[config.mk]
export PLATFORM = sky130hd
export DESIGN_NAME = prog_mem_arbiter_flat
export DESIGN_NICKNAME = d
export VERILOG_FILES = /design/src/rtl/prog_mem_arbiter_if.sv /design/src/rtl/prog_mem_arbiter.sv /design/src/flat_wrapper.sv
export SDC_FILE = /design/constraint.sdc
export NUM_CORES = 1
export LEC_CHECK = 0
export CAP_MARGIN = 5
export CORE_MARGIN = 2
export CORE_UTILIZATION = 40
export CTS_BUF_LIST = sky130_fd_sc_hd__clkbuf_8
export DETAILED_ROUTE_END_ITERATION = 12
export PLACE_DENSITY_LB_ADDON = 0.25
export SLEW_MARGIN = 15
export SYNTH_ARGS = -nofsm -noshare
export SYNTH_HDL_FRONTEND = slang
export SYNTH_SLANG_ARGS = --single-unit
[constraint.sdc]
create_clock -name clk -period 3.43 [get_ports clk]
set_input_delay 0.8575 -clock clk [delete_from_list [all_inputs] [get_ports clk]]
set_output_delay 0.8575 -clock clk [all_outputs]
set_load 0.05 [all_outputs]
[src/rtl/prog_mem_arbiter_if.sv]
// Bus bundle between the fetch port, the loader port and the program memory.
// The slave modport is the arbiter's view; master is the surrounding system.
interface prog_mem_arbiter_if #(
  parameter int AW = 10
);
  logic          f_req;
  logic [31:0]   f_addr;
  logic          f_gnt;
  logic          f_rvalid;
  logic [31:0]   f_rdata;
  logic          f_err;

  logic          l_req;
  logic          l_we;
  logic [31:0]   l_addr;
  logic [31:0]   l_wdata;
  logic          l_gnt;
  logic          l_rvalid;
  logic [31:0]   l_rdata;
  logic          l_err;

  logic          mem_cs;
  logic          mem_we;
  logic [AW-1:0] mem_addr;
  logic [31:0]   mem_wdata;
  logic [31:0]   mem_rdata;

  logic          busy;

  modport slave (
    input  f_req, f_addr,
    output f_gnt, f_rvalid, f_rdata, f_err,
    input  l_req, l_we, l_addr, l_wdata,
    output l_gnt, l_rvalid, l_rdata, l_err,
    output mem_cs, mem_we, mem_addr, mem_wdata,
    input  mem_rdata,
    output busy
  );

  modport master (
    output f_req, f_addr,
    input  f_gnt, f_rvalid, f_rdata, f_err,
    output l_req, l_we, l_addr, l_wdata,
    input  l_gnt, l_rvalid, l_rdata, l_err,
    input  mem_cs, mem_we, mem_addr, mem_wdata,
    output mem_rdata,
    input  busy
  );
endinterface

[src/rtl/prog_mem_arbiter.sv]
// Round-robin arbiter sharing the single-port program memory between fetch and loader,
// with window/alignment checking and a fixed-latency read sequencer.
module prog_mem_arbiter #(
  parameter logic [31:0] BASE    = 32'h0000_0240,
  parameter logic [31:0] LIMIT   = 32'h0000_123F,
  parameter int          AW      = 10,
  parameter int          MEM_LAT = 1
) (
  input  logic               clk,
  input  logic               rst_n,
  prog_mem_arbiter_if.slave  bus
);

  localparam int CW = (MEM_LAT > 1) ? $clog2(MEM_LAT) : 1;
  localparam logic [CW-1:0] CNT_LAST = CW'(MEM_LAT - 1);

  typedef enum logic [1:0] {
    IDLE   = 2'd0,
    ACCESS = 2'd1,
    WAIT   = 2'd2,
    RESP   = 2'd3
  } state_t;

  state_t        state, state_d;
  logic          owner_l, owner_l_d;
  logic          last_l, last_l_d;
  logic [AW-1:0] addr_q, addr_d;
  logic          we_q, we_d;
  logic [31:0]   wdata_q, wdata_d;
  logic [31:0]   rdata_q, rdata_d;
  logic          err_q, err_d;
  logic [CW-1:0] cnt, cnt_d;

  logic          f_win, l_win;
  logic [31:0]   sel_addr;
  logic [31:0]   offset;
  logic          fault;

  // Gating with rst_n keeps the grants low while reset is held, even with a request up.
  assign f_win    = rst_n & bus.f_req & (~bus.l_req | last_l);
  assign l_win    = rst_n & bus.l_req & ~f_win;
  assign sel_addr = l_win ? bus.l_addr : bus.f_addr;
  assign offset   = sel_addr - BASE;
  assign fault    = (sel_addr < BASE) || (sel_addr > LIMIT) || (sel_addr[1:0] != 2'b00);

  always_ff @(posedge clk or negedge rst_n) begin
    if (!rst_n) begin
      state   <= IDLE;
      owner_l <= 1'b0;
      last_l  <= 1'b1;
      addr_q  <= '0;
      we_q    <= 1'b0;
      wdata_q <= '0;
      rdata_q <= '0;
      err_q   <= 1'b0;
      cnt     <= '0;
    end else begin
      state   <= state_d;
      owner_l <= owner_l_d;
      last_l  <= last_l_d;
      addr_q  <= addr_d;
      we_q    <= we_d;
      wdata_q <= wdata_d;
      rdata_q <= rdata_d;
      err_q   <= err_d;
      cnt     <= cnt_d;
    end
  end

  always_comb begin
    state_d       = state;
    owner_l_d     = owner_l;
    last_l_d      = last_l;
    addr_d        = addr_q;
    we_d          = we_q;
    wdata_d       = wdata_q;
    rdata_d       = rdata_q;
    err_d         = err_q;
    cnt_d         = cnt;

    bus.f_gnt     = 1'b0;
    bus.f_rvalid  = 1'b0;
    bus.f_rdata   = '0;
    bus.f_err     = 1'b0;
    bus.l_gnt     = 1'b0;
    bus.l_rvalid  = 1'b0;
    bus.l_rdata   = '0;
    bus.l_err     = 1'b0;
    bus.mem_cs    = 1'b0;
    bus.mem_we    = 1'b0;
    bus.mem_addr  = '0;
    bus.mem_wdata = '0;
    bus.busy      = (state != IDLE);

    case (state)
      IDLE: begin
        if (f_win || l_win) begin
          bus.f_gnt = f_win;
          bus.l_gnt = l_win;
          owner_l_d = l_win;
          last_l_d  = l_win;
          we_d      = l_win & bus.l_we;
          wdata_d   = l_win ? bus.l_wdata : 32'h0;
          rdata_d   = '0;
          cnt_d     = '0;
          // Faulted accesses skip the memory entirely and answer on the next cycle.
          if (fault) begin
            err_d   = 1'b1;
            addr_d  = '0;
            state_d = RESP;
          end else begin
            err_d   = 1'b0;
            addr_d  = offset[AW+1:2];
            state_d = ACCESS;
          end
        end
      end
      ACCESS: begin
        bus.mem_cs    = 1'b1;
        bus.mem_we    = we_q;
        bus.mem_addr  = addr_q;
        bus.mem_wdata = wdata_q;
        cnt_d         = '0;
        state_d       = WAIT;
      end
      WAIT: begin
        if (cnt == CNT_LAST) begin
          if (!we_q) rdata_d = bus.mem_rdata;
          state_d = RESP;
        end else begin
          cnt_d = cnt + 1'b1;
        end
      end
      RESP: begin
        if (owner_l) begin
          bus.l_rvalid = 1'b1;
          bus.l_rdata  = rdata_q;
          bus.l_err    = err_q;
        end else begin
          bus.f_rvalid = 1'b1;
          bus.f_rdata  = rdata_q;
          bus.f_err    = err_q;
        end
        state_d = IDLE;
      end
      default: state_d = IDLE;
    endcase
  end

endmodule

[src/flat_wrapper.sv]
// flat-port wrapper written by rule: the top's interface ports become plain ports
module prog_mem_arbiter_flat 
#(
  parameter logic [31:0] BASE    = 32'h0000_0240,
  parameter logic [31:0] LIMIT   = 32'h0000_123F,
  parameter int          AW      = 10,
  parameter int          MEM_LAT = 1
)
  (clk, rst_n, bus_f_req, bus_f_addr, bus_f_gnt, bus_f_rvalid, bus_f_rdata, bus_f_err, bus_l_req, bus_l_we, bus_l_addr, bus_l_wdata, bus_l_gnt, bus_l_rvalid, bus_l_rdata, bus_l_err, bus_mem_cs, bus_mem_we, bus_mem_addr, bus_mem_wdata, bus_mem_rdata, bus_busy);
  prog_mem_arbiter_if #(.AW(AW)) bus_i ();
  input  logic clk;
  input  logic rst_n;
  input wire logic [$bits(bus_i.f_req)-1:0] bus_f_req;
  input wire logic [$bits(bus_i.f_addr)-1:0] bus_f_addr;
  output wire logic [$bits(bus_i.f_gnt)-1:0] bus_f_gnt;
  output wire logic [$bits(bus_i.f_rvalid)-1:0] bus_f_rvalid;
  output wire logic [$bits(bus_i.f_rdata)-1:0] bus_f_rdata;
  output wire logic [$bits(bus_i.f_err)-1:0] bus_f_err;
  input wire logic [$bits(bus_i.l_req)-1:0] bus_l_req;
  input wire logic [$bits(bus_i.l_we)-1:0] bus_l_we;
  input wire logic [$bits(bus_i.l_addr)-1:0] bus_l_addr;
  input wire logic [$bits(bus_i.l_wdata)-1:0] bus_l_wdata;
  output wire logic [$bits(bus_i.l_gnt)-1:0] bus_l_gnt;
  output wire logic [$bits(bus_i.l_rvalid)-1:0] bus_l_rvalid;
  output wire logic [$bits(bus_i.l_rdata)-1:0] bus_l_rdata;
  output wire logic [$bits(bus_i.l_err)-1:0] bus_l_err;
  output wire logic [$bits(bus_i.mem_cs)-1:0] bus_mem_cs;
  output wire logic [$bits(bus_i.mem_we)-1:0] bus_mem_we;
  output wire logic [$bits(bus_i.mem_addr)-1:0] bus_mem_addr;
  output wire logic [$bits(bus_i.mem_wdata)-1:0] bus_mem_wdata;
  input wire logic [$bits(bus_i.mem_rdata)-1:0] bus_mem_rdata;
  output wire logic [$bits(bus_i.busy)-1:0] bus_busy;
  assign bus_i.f_req = bus_f_req;
  assign bus_i.f_addr = bus_f_addr;
  assign bus_f_gnt = bus_i.f_gnt;
  assign bus_f_rvalid = bus_i.f_rvalid;
  assign bus_f_rdata = bus_i.f_rdata;
  assign bus_f_err = bus_i.f_err;
  assign bus_i.l_req = bus_l_req;
  assign bus_i.l_we = bus_l_we;
  assign bus_i.l_addr = bus_l_addr;
  assign bus_i.l_wdata = bus_l_wdata;
  assign bus_l_gnt = bus_i.l_gnt;
  assign bus_l_rvalid = bus_i.l_rvalid;
  assign bus_l_rdata = bus_i.l_rdata;
  assign bus_l_err = bus_i.l_err;
  assign bus_mem_cs = bus_i.mem_cs;
  assign bus_mem_we = bus_i.mem_we;
  assign bus_mem_addr = bus_i.mem_addr;
  assign bus_mem_wdata = bus_i.mem_wdata;
  assign bus_i.mem_rdata = bus_mem_rdata;
  assign bus_busy = bus_i.busy;
  prog_mem_arbiter #(.BASE(BASE), .LIMIT(LIMIT), .AW(AW), .MEM_LAT(MEM_LAT)) u_core (.clk(clk), .rst_n(rst_n), .bus(bus_i));
endmodule
==> impl_metrics.toml <==
[cts]
clk_pin_slew_ps = 70
cts_max_level = 3
hold_buffers = 0
cts.sinks = 80
ctsRootBufferMaster = "clkbuf_8"
cts_resized = 0
insertion_delay_ps = 340
cts_buffers = 9
postCtsSetupRepairBufs = 0
clock_path_buffers = 2
cts_tree = "done"

[power]
p_int_w = 0.00256
pwr-share-comb_pct = 50.9
p_switching_w = 0.00192
sw_frac_of_total_pct = 42.9
ir_worst_vdd_uv = 329
clockPowerShare_pct = 18.0
power_frac_seq_pct = 31.1
p_per_area_nw_per_um2 = 604
p_leak_nw = 3.38

[logic_synthesis]
synthFlopType = "dfrtp_1"
netlist.area_leader.share_pct = 45.8
synth_cells = 470
syn-cell-area_um2 = 4320
yosysSeqAreaShare_pct = 46.4
synthTopCellsByCount = "nand2_1, and2_1, dfrtp_1"
synth_fp_nets = 608
synth_edf_count = 0
synth_seq_cells = 80
synth.avg_cell_area_um2 = 9.19
synth_most_common_cell = "nand2_1"
synth_cell_types = 44
synth_warnings = 0
yosys-top-cells-area = "dfrtp_1, and2_1, nand2_1"
synthArstFlopShare_pct = 100
synth_top_area_cell = "dfrtp_1"

[detailed_routing]
ant_nets = 0
vias_per_cell = 5.21
met2_length_um = 7230
drc = 0
vias = 4421
top_layer = "met4"
drt_iter0_drc = 251
met3_length_um = 926
met1Wirelength_um = 5600
firstDrtPassIters = 4
wl_per_cell_um = 16.5
routed_wl_um = 14000

[cells_and_area]
multiInputGateArea_um2 = 2170
regArea_um2 = 2000
finalNetCount = 846
fill_cells = 782
syn_to_final_growth_pct = 71.5
drive_above_1_share_pct = 17.3
diodes = 0

[placed_design]
dp_slack_ps = 29.0
finalWeightedCongestion = 0.896
port_buffers = 247
dpl.hpwl_um = 10800

[outcome]
outcome = "completed"

[floorplan]
dieArea_um2 = 11600
placementRows = 37
die_x_um = 108
io_pins = 248
initial_core_util_pct = 41.5
die_h_um = 108
core_um2 = 10400

[timing]
fmaxAchievable_mhz = 325
fin_ws_ps = 355
finalSetupViolCount = 0
finalHoldViolations = 0
setup_tns_ps = 0
slew_headroom_pct = 51.0
rsz0062_at_grt = "false"
fin_crit_sh_pct = 89.6
min_period_ps = 3070
drv_slew = 0
tightest_slew_ps = 735
skew_ps = 11.3

[global_route]
track_usage_pct = 24.1
grt_pass1_vias = 4390
grt.overflow.total = 0
grt_pass1_wl_um = 22000
antenna_found_initial = 0
grt_max_degree = 65

[critical_path]
crit_path_top_delay_cell = "clkdlybuf4s50_1"
worstSetupPathType = "reg -> out"
cp_cell_sequence = "ha_1, buf_4, and3_1, clkdlybuf4s50_1"
required_ps = 2570
critPathLaunchType = "flip-flop"
crit_fanout = 35
end_kind = "output pin"
cpPeakStageDelay_ps = 810
cp_data_arrival_time_ps = 2220

[min_path]
hold_class = "reg -> reg"

[flow_run]
drv_cap = 0
power groups by stage:
stage          clock network (W)  registers (W)  logic [W]
4_1_cts                 0.000826        0.00139    0.00229
3_5_place_dp                   0        0.00140    0.00229
3_3_place_gp                   0        0.00139    0.00223
5_1_grt                 0.000864        0.00142    0.00245
2_1_floorplan                  0        0.00134    0.00147
6_report                0.000806        0.00139    0.00228
metal layers:
layer  global-route usage [%]  up-vias
met5                        0        -
met4                     7.78        0
met3                     4.12       19
met2                     42.7      182
met1                     29.7     2108
li1                         -     2112
placed cells by master, fill, tap and decap left out, types with 4 or more instances in the layout:
master	n
a21oi_1	5
nor4_1	9
xnor2_1	4
o21ai_1	9
buf_4	66
nand2_1	80
clkdlybuf4s50_1	160
and3_1	35
ha_1	5
and2_1	79
clkbuf_8	9
mux2i_1	10
inv_1	5
buf_12	36
nor2_1	6
dfrtp_1	79
a22o_1	33
o21ai_0	32
final cells by class:
class,count,area share (%)
repair buffers,262,38.0
multi-input cells,351,29.2
flip-flops and latches,80,27.0
well taps,136,2.30
clock buffers,9,1.67
clock inverters,6,1.49
inverters,4,0.203
logic make-up after synthesis:
| logic type | share of synthesized area [%] |
|---|---|
| multiplexers | 2.32 |
| flip-flops | 46.4 |
| AND/OR/NAND/NOR | 28.3 |
| AO/OA/AOI/OAI | 17.1 |
| buffers and inverters | 3.51 |
| XOR/XNOR | 1.01 |
| adder cells (fa/ha/maj) | 1.45 |
worst max-delay path: cells and delay by family (launching register included):
family	cells	cell delay, ps
adder cells (fa/ha/maj)	1	160
buffers and inverters	2	1090
AND/OR/NAND/NOR	1	220
flip-flops	1	410
through the flow:
stage | total power, W | util, % | area, um2 | hold WS, ps | instances
CTS | 0.00450 | 71.1 | 7410 | 482 | 848
floorplan | 0.00281 | - | 4320 | 431 | 470
global route | 0.00474 | 71.1 | 7410 | 512 | 848
finish | 0.00447 | 71.1 | 7410 | 477 | 848
global placement | 0.00361 | 68.9 | 7170 | 458 | 833
detailed placement | 0.00369 | 68.9 | 7170 | 462 | 833
flip-flops by register name, summed over array words and instances (netlist names):
| signal | flops |
|---|---|
| u_core.owner_l | 1 |
| u_core.addr_q | 10 |
| u_core.rdata_q | 32 |
| u_core.we_q | 1 |
| u_core.state | 2 |
| u_core.err_q | 1 |
| u_core.wdata_q | 32 |
| u_core.last_l | 1 |
final timing paths:
path	start	to	slack, ps	cells past startpoint
max in group asynchronous	rst_n	u_core.rdata_q[21]	1840	3
worst min-delay path	u_core.addr_q[4]	u_core.addr_q[4]	480	2
worst max-delay path	u_core.state[0]	bus_l_rdata[12]	360	4
min in group asynchronous	rst_n	u_core.wdata_q[28]	550	2
worst max register to register	u_core.last_l	u_core.addr_q[7]	850	10
worst min register to register	u_core.addr_q[4]	u_core.addr_q[4]	480	2
No activity file was read; power rests on OpenSTA's default activity.
